**config.mk**
```make
export PLATFORM = sky130hd
export DESIGN_NAME = control_unit_flat
export DESIGN_NICKNAME = d
export VERILOG_FILES = /design/src/rtl/control_unit_if.sv /design/src/rtl/control_unit.sv /design/src/flat_wrapper.sv
export SDC_FILE = /design/constraint.sdc
export NUM_CORES = 1
export LEC_CHECK = 0
export BUFFER_PORTS_ARGS = -buffer_cell sky130_fd_sc_hd__buf_4
export CAP_MARGIN = 20
export CORE_ASPECT_RATIO = 0.75
export CORE_MARGIN = 10
export CORE_UTILIZATION = 40
export DETAILED_ROUTE_END_ITERATION = 7
export GPL_TIMING_DRIVEN = 1
export HOLD_SLACK_MARGIN = 0.02
export PLACE_DENSITY = 0.71
export SETUP_SLACK_MARGIN = 0.1
export SLEW_MARGIN = 25
export SYNTH_ARGS = -nofsm -noshare
export SYNTH_HDL_FRONTEND = slang
export SYNTH_SLANG_ARGS = --single-unit
```
**constraint.sdc**
```tcl
create_clock -name clock -period 2 [get_ports clock]
set_input_delay 0.1 -clock clock [delete_from_list [all_inputs] [get_ports clock]]
set_output_delay 0.1 -clock clock [all_outputs]
set_load 0.02 [all_outputs]
```
**src/rtl/control_unit_if.sv**
```systemverilog
// rtl/control_unit_if.sv - Control-unit to datapath signal bundle
//
// Groups everything the control unit exchanges with the datapath.
// master (control unit): receives IR, CON_FF and stop, and drives every strobe
//                        plus opcode and Run.
// slave  (datapath)    : the mirror image.
// Signals:
//   IR[31:0]  instruction register; the opcode is IR[31:27]
//   CON_FF    branch-condition flag
//   stop      halt request, sampled when the next fetch would start
//   register select/encode : Gra Grb Grc Rin Rout BAout
//   fetch/memory path      : PCin PCout IncPC IRin MARin MDRin MDRout
//   ALU/result             : Yin Zin Zhighout Zlowout HIin LOin HIout LOout Cout
//   I/O, condition, memory : InPortout OutPortin CONin Read Write
//   opcode[4:0]            : ALU operation, valid only in execute states
//   Run                    : low only while halted
interface control_unit_if;
    logic [31:0] IR;
    logic        CON_FF;
    logic        stop;

    logic Gra, Grb, Grc, Rin, Rout, BAout;
    logic PCin, PCout, IncPC, IRin, MARin, MDRin, MDRout;
    logic Yin, Zin, Zhighout, Zlowout, HIin, LOin, HIout, LOout, Cout;
    logic InPortout, OutPortin, CONin, Read, Write;
    logic [4:0] opcode;
    logic       Run;

    modport master (
        input  IR, CON_FF, stop,
        output Gra, Grb, Grc, Rin, Rout, BAout,
        output PCin, PCout, IncPC, IRin, MARin, MDRin, MDRout,
        output Yin, Zin, Zhighout, Zlowout, HIin, LOin, HIout, LOout, Cout,
        output InPortout, OutPortin, CONin, Read, Write,
        output opcode, Run
    );

    modport slave (
        output IR, CON_FF, stop,
        input  Gra, Grb, Grc, Rin, Rout, BAout,
        input  PCin, PCout, IncPC, IRin, MARin, MDRin, MDRout,
        input  Yin, Zin, Zhighout, Zlowout, HIin, LOin, HIout, LOout, Cout,
        input  InPortout, OutPortin, CONin, Read, Write,
        input  opcode, Run
    );
endinterface

```
**src/rtl/control_unit.sv**
```systemverilog
// rtl/control_unit.sv - Moore control unit sequencing fetch and execute steps
//
// Ports:
//   clock  rising-edge clock
//   clear  asynchronous active-high reset into RESET
//   cu     control_unit_if.master: IR/CON_FF/stop in, all strobes, opcode, Run out
// Parameter:
//   MEM_WAIT  extra cycles (0..3) that a memory read (fetch T1, ld T6) is held
//
// Every output is decoded from the current state only, except that the branch
// target load in br T6 is qualified by CON_FF.
module control_unit #(
    parameter int MEM_WAIT = 0
) (
    input  logic clock,
    input  logic clear,
    control_unit_if.master cu
);

    typedef enum logic [3:0] {
        S_RESET, S_T0, S_T1, S_T2, S_T3, S_T4, S_T5, S_T6, S_T7, S_HALT
    } state_t;

    // Instruction classes; several opcodes share an identical step sequence.
    typedef enum logic [3:0] {
        K_LD, K_LDI, K_ST, K_ALU, K_IMM, K_MULDIV, K_NEGNOT, K_BR,
        K_JR, K_JAL, K_IN, K_OUT, K_MFHI, K_MFLO, K_NOP, K_HALT
    } kind_t;

    localparam logic [1:0] WAIT_LAST = 2'(MEM_WAIT);

    state_t     state, next_state;
    logic [1:0] wait_cnt, wait_next;
    logic [4:0] ir_op;
    kind_t      kind;
    logic       wait_done;
    state_t     fetch_target;

    assign ir_op     = cu.IR[31:27];
    assign wait_done = (wait_cnt == WAIT_LAST);
    // Every path back to fetch honours a pending halt request instead.
    assign fetch_target = cu.stop ? S_HALT : S_T0;

    always_comb begin
        kind = K_NOP;                      // undefined opcodes run as nop
        if (ir_op == 5'd0)                          kind = K_LD;
        else if (ir_op == 5'd1)                     kind = K_LDI;
        else if (ir_op == 5'd2)                     kind = K_ST;
        else if (ir_op <= 5'd10)                    kind = K_ALU;
        else if (ir_op <= 5'd13)                    kind = K_IMM;
        else if (ir_op <= 5'd15)                    kind = K_MULDIV;
        else if (ir_op <= 5'd17)                    kind = K_NEGNOT;
        else if (ir_op == 5'd18)                    kind = K_BR;
        else if (ir_op == 5'd19)                    kind = K_JR;
        else if (ir_op == 5'd20)                    kind = K_JAL;
        else if (ir_op == 5'd21)                    kind = K_IN;
        else if (ir_op == 5'd22)                    kind = K_OUT;
        else if (ir_op == 5'd23)                    kind = K_MFHI;
        else if (ir_op == 5'd24)                    kind = K_MFLO;
        else if (ir_op == 5'd26)                    kind = K_HALT;
    end

    always_ff @(posedge clock or posedge clear) begin
        if (clear) begin
            state    <= S_RESET;
            wait_cnt <= '0;
        end else begin
            state    <= next_state;
            wait_cnt <= wait_next;
        end
    end

    always_comb begin
        next_state   = state;
        wait_next    = '0;
        cu.Gra       = 1'b0;  cu.Grb      = 1'b0;  cu.Grc      = 1'b0;
        cu.Rin       = 1'b0;  cu.Rout     = 1'b0;  cu.BAout    = 1'b0;
        cu.PCin      = 1'b0;  cu.PCout    = 1'b0;  cu.IncPC    = 1'b0;
        cu.IRin      = 1'b0;  cu.MARin    = 1'b0;  cu.MDRin    = 1'b0;
        cu.MDRout    = 1'b0;  cu.Yin      = 1'b0;  cu.Zin      = 1'b0;
        cu.Zhighout  = 1'b0;  cu.Zlowout  = 1'b0;  cu.HIin     = 1'b0;
        cu.LOin      = 1'b0;  cu.HIout    = 1'b0;  cu.LOout    = 1'b0;
        cu.Cout      = 1'b0;  cu.InPortout = 1'b0; cu.OutPortin = 1'b0;
        cu.CONin     = 1'b0;  cu.Read     = 1'b0;  cu.Write    = 1'b0;
        cu.opcode    = 5'b00000;
        cu.Run       = 1'b1;

        unique case (state)
            S_RESET: next_state = fetch_target;
            S_T0: begin
                cu.PCout = 1'b1; cu.MARin = 1'b1; cu.IncPC = 1'b1; cu.Zin = 1'b1;
                next_state = S_T1;
            end
            S_T1: begin
                cu.Zlowout = 1'b1; cu.Read = 1'b1; cu.MDRin = 1'b1;
                // Hold the read until memory has had MEM_WAIT extra cycles;
                // the incremented PC is committed only once, on the last one.
                if (wait_done) begin
                    cu.PCin    = 1'b1;
                    next_state = S_T2;
                end else begin
                    wait_next = wait_cnt + 2'd1;
                end
            end
            S_T2: begin
                cu.MDRout = 1'b1; cu.IRin = 1'b1;
                next_state = S_T3;
            end
            S_HALT: cu.Run = 1'b0;
            default: begin
                // Execute states T3..T7. Unless a step below says otherwise,
                // the current step is the last one of the instruction.
                cu.opcode  = ir_op;
                next_state = fetch_target;
                unique case (kind)
                    K_LD, K_LDI, K_ST: begin
                        if (state == S_T3) begin
                            cu.Grb = 1'b1; cu.BAout = 1'b1; cu.Yin = 1'b1;
                            next_state = S_T4;
                        end else if (state == S_T4) begin
                            cu.Cout = 1'b1; cu.Zin = 1'b1;
                            next_state = S_T5;
                        end else if (state == S_T5) begin
                            cu.Zlowout = 1'b1;
                            if (kind == K_LDI) begin
                                cu.Gra = 1'b1; cu.Rin = 1'b1;
                            end else begin
                                cu.MARin   = 1'b1;
                                next_state = S_T6;
                            end
                        end else if (state == S_T6) begin
                            if (kind == K_LD) begin
                                cu.Read = 1'b1; cu.MDRin = 1'b1;
                                if (wait_done) begin
                                    next_state = S_T7;
                                end else begin
                                    next_state = S_T6;
                                    wait_next  = wait_cnt + 2'd1;
                                end
                            end else begin
                                cu.Gra = 1'b1; cu.Rout = 1'b1; cu.MDRin = 1'b1;
                                next_state = S_T7;
                            end
                        end else begin
                            if (kind == K_LD) begin
                                cu.MDRout = 1'b1; cu.Gra = 1'b1; cu.Rin = 1'b1;
                            end else begin
                                cu.Write = 1'b1;
                            end
                        end
                    end
                    K_ALU, K_IMM: begin
                        if (state == S_T3) begin
                            cu.Grb = 1'b1; cu.Rout = 1'b1; cu.Yin = 1'b1;
                            next_state = S_T4;
                        end else if (state == S_T4) begin
                            cu.Zin = 1'b1;
                            if (kind == K_ALU) begin
                                cu.Grc = 1'b1; cu.Rout = 1'b1;
                            end else begin
                                cu.Cout = 1'b1;
                            end
                            next_state = S_T5;
                        end else begin
                            cu.Zlowout = 1'b1; cu.Gra = 1'b1; cu.Rin = 1'b1;
                        end
                    end
                    K_MULDIV: begin
                        if (state == S_T3) begin
                            cu.Gra = 1'b1; cu.Rout = 1'b1; cu.Yin = 1'b1;
                            next_state = S_T4;
                        end else if (state == S_T4) begin
                            cu.Grb = 1'b1; cu.Rout = 1'b1; cu.Zin = 1'b1;
                            next_state = S_T5;
                        end else if (state == S_T5) begin
                            cu.Zlowout = 1'b1; cu.LOin = 1'b1;
                            next_state = S_T6;
                        end else begin
                            cu.Zhighout = 1'b1; cu.HIin = 1'b1;
                        end
                    end
                    K_NEGNOT: begin
                        if (state == S_T3) begin
                            cu.Grb = 1'b1; cu.Rout = 1'b1; cu.Zin = 1'b1;
                            next_state = S_T4;
                        end else begin
                            cu.Zlowout = 1'b1; cu.Gra = 1'b1; cu.Rin = 1'b1;
                        end
                    end
                    K_BR: begin
                        if (state == S_T3) begin
                            cu.Gra = 1'b1; cu.Rout = 1'b1; cu.CONin = 1'b1;
                            next_state = S_T4;
                        end else if (state == S_T4) begin
                            cu.PCout = 1'b1; cu.Yin = 1'b1;
                            next_state = S_T5;
                        end else if (state == S_T5) begin
                            cu.Cout = 1'b1; cu.Zin = 1'b1;
                            next_state = S_T6;
                        end else begin
                            // Branch target is taken only when the condition held.
                            cu.Zlowout = cu.CON_FF;
                            cu.PCin    = cu.CON_FF;
                        end
                    end
                    K_JR: begin
                        cu.Gra = 1'b1; cu.Rout = 1'b1; cu.PCin = 1'b1;
                    end
                    K_JAL: begin
                        if (state == S_T3) begin
                            cu.PCout = 1'b1; cu.Grb = 1'b1; cu.Rin = 1'b1;
                            next_state = S_T4;
                        end else begin
                            cu.Gra = 1'b1; cu.Rout = 1'b1; cu.PCin = 1'b1;
                        end
                    end
                    K_IN: begin
                        cu.InPortout = 1'b1; cu.Gra = 1'b1; cu.Rin = 1'b1;
                    end
                    K_OUT: begin
                        cu.Gra = 1'b1; cu.Rout = 1'b1; cu.OutPortin = 1'b1;
                    end
                    K_MFHI: begin
                        cu.HIout = 1'b1; cu.Gra = 1'b1; cu.Rin = 1'b1;
                    end
                    K_MFLO: begin
                        cu.LOout = 1'b1; cu.Gra = 1'b1; cu.Rin = 1'b1;
                    end
                    K_HALT: next_state = S_HALT;
                    default: ;
                endcase
            end
        endcase
    end

endmodule

```
**src/flat_wrapper.sv**
```systemverilog
// flat-port wrapper written by rule: the top's interface ports become plain ports
module control_unit_flat 
#(
    parameter int MEM_WAIT = 0
)
  (clock, clear, cu_IR, cu_CON_FF, cu_stop, cu_Gra, cu_Grb, cu_Grc, cu_Rin, cu_Rout, cu_BAout, cu_PCin, cu_PCout, cu_IncPC, cu_IRin, cu_MARin, cu_MDRin, cu_MDRout, cu_Yin, cu_Zin, cu_Zhighout, cu_Zlowout, cu_HIin, cu_LOin, cu_HIout, cu_LOout, cu_Cout, cu_InPortout, cu_OutPortin, cu_CONin, cu_Read, cu_Write, cu_opcode, cu_Run);
  control_unit_if cu_i ();
  input  logic clock;
  input  logic clear;
  input wire logic [$bits(cu_i.IR)-1:0] cu_IR;
  input wire logic [$bits(cu_i.CON_FF)-1:0] cu_CON_FF;
  input wire logic [$bits(cu_i.stop)-1:0] cu_stop;
  output wire logic [$bits(cu_i.Gra)-1:0] cu_Gra;
  output wire logic [$bits(cu_i.Grb)-1:0] cu_Grb;
  output wire logic [$bits(cu_i.Grc)-1:0] cu_Grc;
  output wire logic [$bits(cu_i.Rin)-1:0] cu_Rin;
  output wire logic [$bits(cu_i.Rout)-1:0] cu_Rout;
  output wire logic [$bits(cu_i.BAout)-1:0] cu_BAout;
  output wire logic [$bits(cu_i.PCin)-1:0] cu_PCin;
  output wire logic [$bits(cu_i.PCout)-1:0] cu_PCout;
  output wire logic [$bits(cu_i.IncPC)-1:0] cu_IncPC;
  output wire logic [$bits(cu_i.IRin)-1:0] cu_IRin;
  output wire logic [$bits(cu_i.MARin)-1:0] cu_MARin;
  output wire logic [$bits(cu_i.MDRin)-1:0] cu_MDRin;
  output wire logic [$bits(cu_i.MDRout)-1:0] cu_MDRout;
  output wire logic [$bits(cu_i.Yin)-1:0] cu_Yin;
  output wire logic [$bits(cu_i.Zin)-1:0] cu_Zin;
  output wire logic [$bits(cu_i.Zhighout)-1:0] cu_Zhighout;
  output wire logic [$bits(cu_i.Zlowout)-1:0] cu_Zlowout;
  output wire logic [$bits(cu_i.HIin)-1:0] cu_HIin;
  output wire logic [$bits(cu_i.LOin)-1:0] cu_LOin;
  output wire logic [$bits(cu_i.HIout)-1:0] cu_HIout;
  output wire logic [$bits(cu_i.LOout)-1:0] cu_LOout;
  output wire logic [$bits(cu_i.Cout)-1:0] cu_Cout;
  output wire logic [$bits(cu_i.InPortout)-1:0] cu_InPortout;
  output wire logic [$bits(cu_i.OutPortin)-1:0] cu_OutPortin;
  output wire logic [$bits(cu_i.CONin)-1:0] cu_CONin;
  output wire logic [$bits(cu_i.Read)-1:0] cu_Read;
  output wire logic [$bits(cu_i.Write)-1:0] cu_Write;
  output wire logic [$bits(cu_i.opcode)-1:0] cu_opcode;
  output wire logic [$bits(cu_i.Run)-1:0] cu_Run;
  assign cu_i.IR = cu_IR;
  assign cu_i.CON_FF = cu_CON_FF;
  assign cu_i.stop = cu_stop;
  assign cu_Gra = cu_i.Gra;
  assign cu_Grb = cu_i.Grb;
  assign cu_Grc = cu_i.Grc;
  assign cu_Rin = cu_i.Rin;
  assign cu_Rout = cu_i.Rout;
  assign cu_BAout = cu_i.BAout;
  assign cu_PCin = cu_i.PCin;
  assign cu_PCout = cu_i.PCout;
  assign cu_IncPC = cu_i.IncPC;
  assign cu_IRin = cu_i.IRin;
  assign cu_MARin = cu_i.MARin;
  assign cu_MDRin = cu_i.MDRin;
  assign cu_MDRout = cu_i.MDRout;
  assign cu_Yin = cu_i.Yin;
  assign cu_Zin = cu_i.Zin;
  assign cu_Zhighout = cu_i.Zhighout;
  assign cu_Zlowout = cu_i.Zlowout;
  assign cu_HIin = cu_i.HIin;
  assign cu_LOin = cu_i.LOin;
  assign cu_HIout = cu_i.HIout;
  assign cu_LOout = cu_i.LOout;
  assign cu_Cout = cu_i.Cout;
  assign cu_InPortout = cu_i.InPortout;
  assign cu_OutPortin = cu_i.OutPortin;
  assign cu_CONin = cu_i.CONin;
  assign cu_Read = cu_i.Read;
  assign cu_Write = cu_i.Write;
  assign cu_opcode = cu_i.opcode;
  assign cu_Run = cu_i.Run;
  control_unit #(.MEM_WAIT(MEM_WAIT)) u_core (.clock(clock), .clear(clear), .cu(cu_i));
endmodule
```
* Word level (Yosys, flattened, before mapping)
Cells that the tools add are included.
Operators by class: multiply operators 0, reductions and logical operators 20, equality and inequality tests 33, add/sub/neg operators 1, shifts and indexed selects 0, $lt $le $gt $ge 4, mux-type cells 150, bitwise operators 1, divide/modulo/power cells 0
Operator list (number):
- 4-bit 2-to-1 mux | 29
- 1-bit 2-to-1 mux | 92
- 5-bit equality test (second input constant) | 8
- 4-bit one-hot mux with 5 select lines | 2
- 4-bit by 3-bit equality test with 1-bit output (second input constant) | 8
- 4-bit equality test (second input constant) | 8
- 1-bit one-hot mux with 2 select lines | 11
- 4-bit by 2-bit equality test with 1-bit output (second input constant) | 4
- 4-bit OR reduction | 4
- 5-bit by 4-bit less-or-equal comparator with 1-bit output (second input constant) | 3
- 2-bit 2-to-1 mux | 7
- 1-bit one-hot mux with 5 select lines | 2
- 2-bit OR reduction | 5
- 5-bit OR reduction | 2
- 1-bit one-hot mux with 3 select lines | 3
- 4-bit by 1-bit equality test with 1-bit output (second input constant) | 2
- 4-bit zero test | 2
- 7-bit OR reduction | 1
- 1-bit one-hot mux with 6 select lines | 1
- 3-bit OR reduction | 2
- 6-bit OR reduction | 1
- 5-bit by 1-bit equality test with 1-bit output (second input constant) | 1
- 5-bit by 2-bit equality test with 1-bit output (second input constant) | 1
- 5-bit less-or-equal comparator (second input constant) | 1
- other kinds (9) | 9
Storage, ports and cells: register bits 6, input port bits 36, bits in writable memories 0, memories kept 0, output and inout bits 33, latch bits 0, memory bits (read-only) 0

* Logic depth before layout (Yosys ltp)
Gate-level depths: netlist of run 1.
depth in word-level cells 24, gate-level depth with buffers 7, mapped depth without buffers 7

* Worst setup path before layout of run 1
Ideal clock, no wire load.
path type flip-flop to output port, start point register u_core.state[3], end point output cu_Zhighout, required time 1900 ps, cell stages (with the launch flop) 6, arrival time 1855 ps, path slack 45 ps, path through dfrtp_1 clkbuf_1 a21oi_1 clkbuf_1 nor3_1 buf_4
On the way: word-level cells in the longest chain between the ends 6, elaborated cells on any way between the ends 14, classes of those cells eq/ne: 7; mux: 5; reduce/logical: 2
Ends and longest elaborated chain:
- start, declared | line control_unit.sv:32 | state_t state, next_state;
- start signal, assigned | line control_unit.sv:68 | state <= next_state;
- 4-bit by 3-bit equality test with 1-bit output | line control_unit.sv:175 | end else if (state == S_T5) begin
- 1-bit 2-to-1 mux (4 in series)
- 1-bit 2-to-1 mux *
- end, declared | line flat_wrapper.sv:28 | output wire logic [$bits(cu_i.Zhighout)-1:0] cu_Zhighout;
Mark *: on every way between the ends. The rest lies on a longest branch, timed or not.

* Final worst setup path of run 1
start point register u_core.state[1], end point output cu_PCin
On the way: word-level cells in the longest chain between the ends 6, elaborated cells on any way between the ends 15, classes of those cells eq/ne: 7; mux: 6; reduce/logical: 2
Ends and longest elaborated chain:
- 4-bit by 3-bit equality test with 1-bit output | line control_unit.sv:197 | end else if (state == S_T5) begin
- 1-bit 2-to-1 mux | line control_unit.sv:197
- 1-bit 2-to-1 mux | line control_unit.sv:194 | end else if (state == S_T4) begin
- 1-bit 2-to-1 mux | line control_unit.sv:191 | if (state == S_T3) begin
- 1-bit one-hot mux with 3 select lines | line control_unit.sv:115 | unique case (kind)
- 1-bit one-hot mux with 2 select lines * | line control_unit.sv:88 | unique case (state)
- end, declared | line flat_wrapper.sv:19 | output wire logic [$bits(cu_i.PCin)-1:0] cu_PCin;
Marked as above.

==> parameters.txt, run 1 <==
Parameter                              Value

Run status
  Result of the run ... complete, but fails checks
  Violations in the final reports ... negative setup slack

Synthesis
  Proportion of register bits with asynchronous set or reset after synthesis ... 100.0%
  Per-instance average area after synthesis ... between 6 and 7 sq um
  Number of warnings printed during yosys synthesis ... 0
  Most frequently used cell type in the post-synthesis netlist ... sky130_fd_sc_hd__nor2_1
  Multiplexer share of the synthesized area ... less than 1%
  Adder-cell share of the synthesized area ... 5.310%
  Combinational family with the most area after synthesis ... simple AND/OR/NAND/NOR gates
  Cell area after synthesis ... 1414 sq um
  Post-synthesis share of cell area spent on xor and xnor gates ... 1.858%
  Commonest cells in the synthesized netlist ... sky130_fd_sc_hd__nor2_1 (31), sky130_fd_sc_hd__nand2_1 (28), sky130_fd_sc_hd__a21oi_1 (17), sky130_fd_sc_hd__inv_1 (13), sky130_fd_sc_hd__buf_2 (11)
  Most area-hungry cell type in the Yosys netlist ... sky130_fd_sc_hd__dfrtp_1
  Area contributors post-synth ... sky130_fd_sc_hd__dfrtp_1 (11%), sky130_fd_sc_hd__nor2_1 (8.2%), sky130_fd_sc_hd__nand2_1 (7.4%)
  Compound-cell area share of the yosys netlist ... between 30% and 40%
  Share of synthesized cell area in and, or, nand and nor gates ... between 30% and 40%
  Nets in the synthesized netlist ... about 260
  Synth Flop Type ... sky130_fd_sc_hd__dfrtp_1
  Synthesized instance count ... 219
  FF+latch count, synth ... 6
  Share of the synthesized area in the top cell type ... roughly a tenth
  Count of cell types in the netlist ... 58
  Number of synthesized flops with an enable pin ... 0
  Sequential share of the synthesized area ... 10.62%

Place
  Total instance count after detailed placement ... 312
  Port Buffer Count ... slightly above 40
  Routability congestion estimate from global placement ... 0.9265
  Post-DP HPWL ... 4114 microns

Run
  Max-Cap Viols ... 0

Timing
  Final setup violation count ... 5
  Worst path setup slack after routing ... -218.7 ps
  Tcrit/Tclk final ... 110.9%
  RSZ-0062 raised after global routing ... true
  Slew margin rel. ... 41.59%
  Total count of hold-check failures in the final report ... 0
  Min cycle time layout ... 2219 ps
  Worst Clk Skew ... 1.912 ps
  Count of pins over their slew limit ... 0
  Slew of the pin with the lowest slew margin ... 864.0 ps
  Highest achievable clock rate ... 0.4507 GHz

Global route
  Wire length of the first global-routing pass ... 8756 microns
  Number of antenna violations at the first check in global routing ... 0
  GRT Residual Overflow ... 0
  Global Route Usage Sum ... 16.82%
  Pin count of the biggest net entering global routing ... 25
  Number of global-route vias before repair ... 1800

Floorplan
  Core Rows ... 18
  Boundary Pins ... 69
  Die footprint ... ~6300 sq um
  Die height ... 71.49 microns
  Initial Util ... 42.42%
  Area of the core ... around 3300 sq um
  Die W ... 88.65 microns

Worst setup path
  Worst path slowest cell ... sky130_fd_sc_hd__or4b_4
  CP most frequent cell ... sky130_fd_sc_hd__buf_6
  Buf/Inv on CP ... 3
  Crit path required time ... ~1900 ps
  Crit-path leading delay family ... simple AND/OR/NAND/NOR gates
  Worst-path fanout max ... 5
  Worst path cell trace ... or4b_4 > buf_6 > buf_6 > a31oi_4 > o21ai_2 > a22o_1 > buf_6
  Critical Path End Type ... output port
  Kind of start point of the critical path ... flop
  CP Class ... flop to output port
  Max stage delay on crit path ... 600 ps
  Critical path arrival ... 2120 ps
  Flop-to-flop setup slack ... 170 ps

Routing
  Via count normalized by instance count ... 6.071
  Routed wire length per instance ... 17.32 microns
  DRC Markers ... 0
  Vias ... 1961
  Number of detailed-route iterations in the first pass ... 6
  Number of violations reported at the end of detailed-routing iteration 0 ... roughly 250
  Antenna Nets Post-Route ... 0
  Drt total wl ... 5593 microns

Clock tree
  Clock tree from TritonCTS ... done
  Worst-path clk slew ... 40 ps
  Num CTS Buffers ... 3
  H-Tree Depth ... 1
  Clock Root Buffer ... sky130_fd_sc_hd__clkbuf_8
  Total clock sinks ... 6
  Latest clock arrival within the worst-skew pair ... 230 ps
  Clock tree buffer depth ... 2

Power and ir drop
  Static power due to leakage ... 0.9950 nW
  Worst IR drop on VDD ... 0.4479 mV
  Total design power ... 0.002282 W
  Total power divided by cell area ... about 1000 nW/um^2

Finish
  Final #Nets ... 327
  Share of layout cells above drive strength 1 ... between 30 and 40%
  Ant. Diodes ... 0
  Non-Filler Instances ... 323
  Area growth, synth to finish ... 54.34%
  Post-layout util ... roughly 65%

Hold path
  Class of the worst hold path ... input pin to flop
[logic make-up (layout without fill, tap and decap cells)]
logic type | Yosys count | count (layout)
xor+xnor | 3 | 3
simple gates | 109 | 109
mux | 1 | 1
compound gates | 62 | 62
buf+inv | 32 | 96
flops | 6 | 6
fa+ha+maj | 6 | 6
[layer usage]
layer  routed length (microns)  global-route usage (%)
met4                       103                   4.830
met2                      2366                   22.77
met5                         0                       0
met3                       788                   6.667
met1                      2335                   23.54
[worst paths after layout]
path | start | end | cells past startpoint
max | u_core.state[1] | cu_PCin | 7
min | cu_stop | u_core.state[3] | 3
max reg2reg | u_core.state[1] | u_core.state[3] | 7
min reg2reg | u_core.state[3] | u_core.state[1] | 1
max in group asynchronous | clear | u_core.state[3] | 3
min in group asynchronous | clear | u_core.wait_cnt[0] | 3
[state kept, by name (all words and copies together) (netlist names)]
signal           count
u_core.state         4
u_core.wait_cnt      2
[final cells by class]
cell class | count | area, sq um
Multi-Input combinational cell | 181 | 1264
Fill cell | 305 | 1151
Timing Repair Buffer | 80 | 625.6
Sequential cell | 6 | 152.6
Tap cell | 40 | 50.05
Inverter | 13 | 48.80
Clock buffer | 3 | 41.29
[stage by stage]
| stage | setup WS (ps) | TNS (ps) | hold WS, ps | area (sq um) |
|---|---|---|---|---|
| floorplan | 137.1 | 0 | -109.0 | 1426 |
| global placement | 53.07 | 0 | 31.69 | 1921 |
| detailed placement | 77.59 | 0 | 29.22 | 1921 |
| CTS | -128.4 | -479.7 | 169.8 | 2034 |
| global route | -250.9 | -1126 | 197.8 | 2182 |
| finish | -218.7 | -769.7 | 176.6 | 2182 |
[worst reg2reg max path, cell delays in order (launching register included)]
cell and delay (ps):
sky130_fd_sc_hd__dfrtp_2 430, sky130_fd_sc_hd__or3b_1 480, sky130_fd_sc_hd__buf_4 180, sky130_fd_sc_hd__a31oi_1 180
sky130_fd_sc_hd__buf_4 140, sky130_fd_sc_hd__a221oi_2 30, sky130_fd_sc_hd__o22ai_1 170, sky130_fd_sc_hd__a22oi_1 90
[layout by cell type (no fill, tap or decap), types with 5 or more instances in the layout]
cell type | netlist | routed
sky130_fd_sc_hd__buf_4 | 1 | 73
sky130_fd_sc_hd__nor2_1 | 31 | 31
sky130_fd_sc_hd__nand2_1 | 28 | 27
sky130_fd_sc_hd__a21oi_1 | 17 | 15
sky130_fd_sc_hd__inv_1 | 13 | 12
sky130_fd_sc_hd__nor3_1 | 10 | 9
sky130_fd_sc_hd__nor2b_1 | 9 | 7
sky130_fd_sc_hd__o21ai_0 | 8 | 7
sky130_fd_sc_hd__buf_6 | 1 | 6
sky130_fd_sc_hd__ha_1 | 6 | 5
[report_power, final]
part / internal (W) / switching, W / total (W)
Sequential: 0.000166 / 0.0000583 / 0.000224
Combinational: 0.000838 / 0.00104 / 0.00188
Clock: 0.000129 / 0.0000532 / 0.000183
[what timing repair did]
item	in CTS	in global routing
setup buffers	2	5
resized for setup	11	23
endpoints found under the hold margin	6	0
endpoints found under the setup margin	9	13
pin swaps	5	4
hold buffers	1	0
Power figures use the tool's default switching activity.
==> run 2, diff against run 1 <==
--- a/config.mk
+++ b/config.mk
@@ -5,6 +5,7 @@
 export SDC_FILE = /design/constraint.sdc
 export NUM_CORES = 1
 export LEC_CHECK = 0
+export ABC_AREA = 1
 export BUFFER_PORTS_ARGS = -buffer_cell sky130_fd_sc_hd__buf_4
 export CAP_MARGIN = 20
 export CORE_ASPECT_RATIO = 0.75
@@ -13,7 +14,7 @@
 export DETAILED_ROUTE_END_ITERATION = 7
 export GPL_TIMING_DRIVEN = 1
 export HOLD_SLACK_MARGIN = 0.02
-export PLACE_DENSITY = 0.71
+export PLACE_DENSITY = 0.72
 export SETUP_SLACK_MARGIN = 0.1
 export SLEW_MARGIN = 25
 export SYNTH_ARGS = -nofsm -noshare
==> run 2 against run 1 <==
The flow now finishes without violations. Final cell count rose by 6.2%. Register-to-register slack hardly changed. Global-route usage is 1.6 points lower. Synthesized area shrank 5.0%. Sequential share of layout area rose by 0.77 points. Fmax is 16% higher. Critical endpoint is now cu_Rout.
==> parameters.txt, run 2 <==
Parameter                              Value

Hold path
  Hold wc startpoint ... cu_stop
  Hold endpoint ... u_core.state[3]
  Cell count of the worst hold path ... 5
  Class of the worst hold path ... input pin to flop

Routing
  Number of violations reported at the end of detailed-routing iteration 0 ... about 300
  Number of detailed-route iterations in the first pass ... 6
  Drt total wl ... 5234 microns
  Vias ... 1901
  Routed wire length per instance ... approximately 15 microns
  Antenna Nets Post-Route ... 0
  Via count normalized by instance count ... roughly 5.5
  DRC Markers ... 0

Finish
  Area growth, synth to finish ... 45.29%
  Ant. Diodes ... 0
  Final #Nets ... 347
  Most common cell after layout, fill and taps aside ... sky130_fd_sc_hd__buf_4
  Largest register FFs ... 4
  Largest registers ranked by flip-flop count ... u_core.state: 4 flops, u_core.wait_cnt: 2 flops
  Filler Cell Count ... between 300 and 400
  Share of layout cells above drive strength 1 ... 37.95%
  Largest reg by FF count ... u_core.state
  Top library cells by usage in the layout, fill and taps aside ... sky130_fd_sc_hd__buf_4 (55), sky130_fd_sc_hd__nand2_1 (46), sky130_fd_sc_hd__inv_1 (37), sky130_fd_sc_hd__nor2_1 (33), sky130_fd_sc_hd__nand3_1 (19)

Floorplan
  Initial Util ... 41.11%
  Die W ... 86.90 microns
  Area of the core ... 3266 sq um
  Die footprint ... between 6000 and 7000 sq um
  Core Rows ... 18
  Boundary Pins ... 69
  Die height ... 70.17 microns

Run status
  Result of the run ... completed

Worst setup path
  Worst-path fanout max ... 6
  Reg-to-Reg Start ... u_core.state[3]
  CP Class ... flop to output port
  Worst flop-to-flop path endpoint ... u_core.state[3]
  Crit path required time ... 1900 ps
  Kind of start point of the critical path ... flop
  Flop-to-flop setup slack ... around 170 ps
  Critical path arrival ... 1820 ps
  Cells on worst reg2reg path ... 12
  Critical Path End Type ... output port

Synthesis
  Count of cell types in the netlist ... 33
  Sequential share of the synthesized area ... 11.18%
  Proportion of register bits with asynchronous set or reset after synthesis ... 100.0%
  Synthesized instance count ... roughly 250
  Number of synthesized flops with an enable pin ... 0
  FF+latch count, synth ... 6
  Commonest cells in the synthesized netlist ... sky130_fd_sc_hd__nand2_1 (49), sky130_fd_sc_hd__inv_1 (45), sky130_fd_sc_hd__nor2_1 (39), sky130_fd_sc_hd__nand3_1 (19), sky130_fd_sc_hd__o21ai_0 (11)
  Synth Flop Type ... sky130_fd_sc_hd__dfrtp_1
  Number of warnings printed during yosys synthesis ... 0
  Nets in the synthesized netlist ... 287
  Area contributors post-synth ... sky130_fd_sc_hd__nand2_1 (14%), sky130_fd_sc_hd__inv_1 (13%), sky130_fd_sc_hd__dfrtp_1 (11%)
  Per-instance average area after synthesis ... 5.480 sq um
  Most frequently used cell type in the post-synthesis netlist ... sky130_fd_sc_hd__nand2_1
  Cell area after synthesis ... 1343 sq um
  Most area-hungry cell type in the Yosys netlist ... sky130_fd_sc_hd__nand2_1
  Share of the synthesized area in the top cell type ... 13.70%

Place
  Post-Place Worst Slack ... around 120 ps
  Routability congestion estimate from global placement ... 0.9383
  Port Buffer Count ... 41
  Post-DP HPWL ... 3855 microns

Power and ir drop
  Total design power ... 0.001717 W
  Worst IR drop on VDD ... 0.7729 mV
  Static power due to leakage ... approximately 1.1 nW
  Total power divided by cell area ... 880.1 nW/um^2

Clock tree
  Total clock sinks ... 6
  Latest clock arrival within the worst-skew pair ... 230 ps
  Clock tree from TritonCTS ... done
  Clock Root Buffer ... sky130_fd_sc_hd__clkbuf_8
  Num CTS Buffers ... 3
  H-Tree Depth ... 1
  Worst-path clk slew ... ~40 ps
  Clock tree buffer depth ... 2

Global route
  GRT met1 Usage ... 21.19%
  Global Route Usage Sum ... 15.18%
  Number of global-route vias before repair ... ~1.6k
  Wire length of the first global-routing pass ... 7783 microns
  Most crowded layer after global routing ... met2
  GR Util met3 ... 3.592%
  GR met2 Demand/Resource ... 22.50%
  Pin count of the biggest net entering global routing ... 14
  GRT Residual Overflow ... 0
  Number of antenna violations at the first check in global routing ... 0

Timing
  Slew of the pin with the lowest slew margin ... 523.2 ps
  Count of pins over their slew limit ... 0
  Min cycle time layout ... 1917 ps
  Total count of hold-check failures in the final report ... 0
  Tcrit/Tclk final ... 95.86%
  RSZ-0062 raised after global routing ... true
  Worst Clk Skew ... 0.3513 ps
  Worst path setup slack after routing ... ~83 ps
  Slew margin rel. ... 64.22%
  Final setup violation count ... 0
  Highest achievable clock rate ... 0.5216 GHz

Run
  Max-Cap Viols ... 0
## run 2: worst max path at each step
stage	from	endpoint	slack, ps
2_1_floorplan	u_core.state[0]	u_core.state[2]	420
3_3_place_gp	u_core.state[0]	cu_Rout	90
3_5_place_dp	u_core.state[0]	cu_Rin	120
4_1_cts	u_core.state[2]	cu_Rout	110
5_1_grt	u_core.state[3]	u_core.state[3]	-40
6_report	u_core.state[2]	cu_Rout	80
## run 2: routing by layer
layer	vias to the layer above	part of all wire, %
met1	860	43
met3	15	10
met5	-	0
met4	0	2.1
li1	901	-
met2	125	45
## run 2: repair_timing
item,CTS,global route
gates cloned,0,0
resized for setup,11,26
pin swaps,5,10
hold endpoints to repair,6,0
hold buffers,1,0
setup endpoints to repair,6,6
buffers inserted,5,8
## run 2: logic make-up after synthesis
group                      share of synthesized area, %
and+or+nand+nor                                   48.83
adders and majority gates                         5.592
buffers and inverters                             17.43
DFF                                               11.18
AOI/OAI and AO/OA                                 16.96
## run 2: through the flow
| stage | instances | area [sq um] | hold slack, ps | setup TNS, ps | utilization (%) |
|---|---|---|---|---|---|
| 2_1_floorplan | 245 | 1343 | -109.0 | 0 | - |
| 3_3_place_gp | 326 | 1699 | 28.00 | 0 | 52.03 |
| 3_5_place_dp | 326 | 1699 | 39.58 | 0 | 52.03 |
| 4_1_cts | 335 | 1823 | 261.1 | 0 | 55.82 |
| 5_1_grt | 343 | 1951 | 330.0 | -41.04 | 59.73 |
| 6_report | 343 | 1951 | 264.6 | 0 | 59.73 |
## run 2: area by class of cell
class / count / area (sq um) / area share (%)
Tap cell: 40 / 50.05 / 2.566
Timing Repair Buffer: 60 / 467.9 / 23.99
Clock buffer: 3 / 41.29 / 2.117
Multi-Input combinational cell: 182 / 1045 / 53.56
Inverter: 52 / 195.2 / 10.01
Sequential cell: 6 / 151.4 / 7.761
## run 2: worst max-delay path, stage by stage (launching register included)
cell and delay [ps]:
sky130_fd_sc_hd__dfrtp_1 400, sky130_fd_sc_hd__nand2_4 140, sky130_fd_sc_hd__nor2_4 70, sky130_fd_sc_hd__buf_6 130
sky130_fd_sc_hd__ha_4 150, sky130_fd_sc_hd__a31oi_2 190, sky130_fd_sc_hd__nand4_1 170, sky130_fd_sc_hd__o21ai_1 150
sky130_fd_sc_hd__inv_1 60, sky130_fd_sc_hd__buf_6 130
## run 2: power breakdown
part	internal [W]	switching, W
clock	0.000130	0.0000618
combinational	0.000477	0.000839
sequential	0.000162	0.0000472
total	0.000769	0.000948
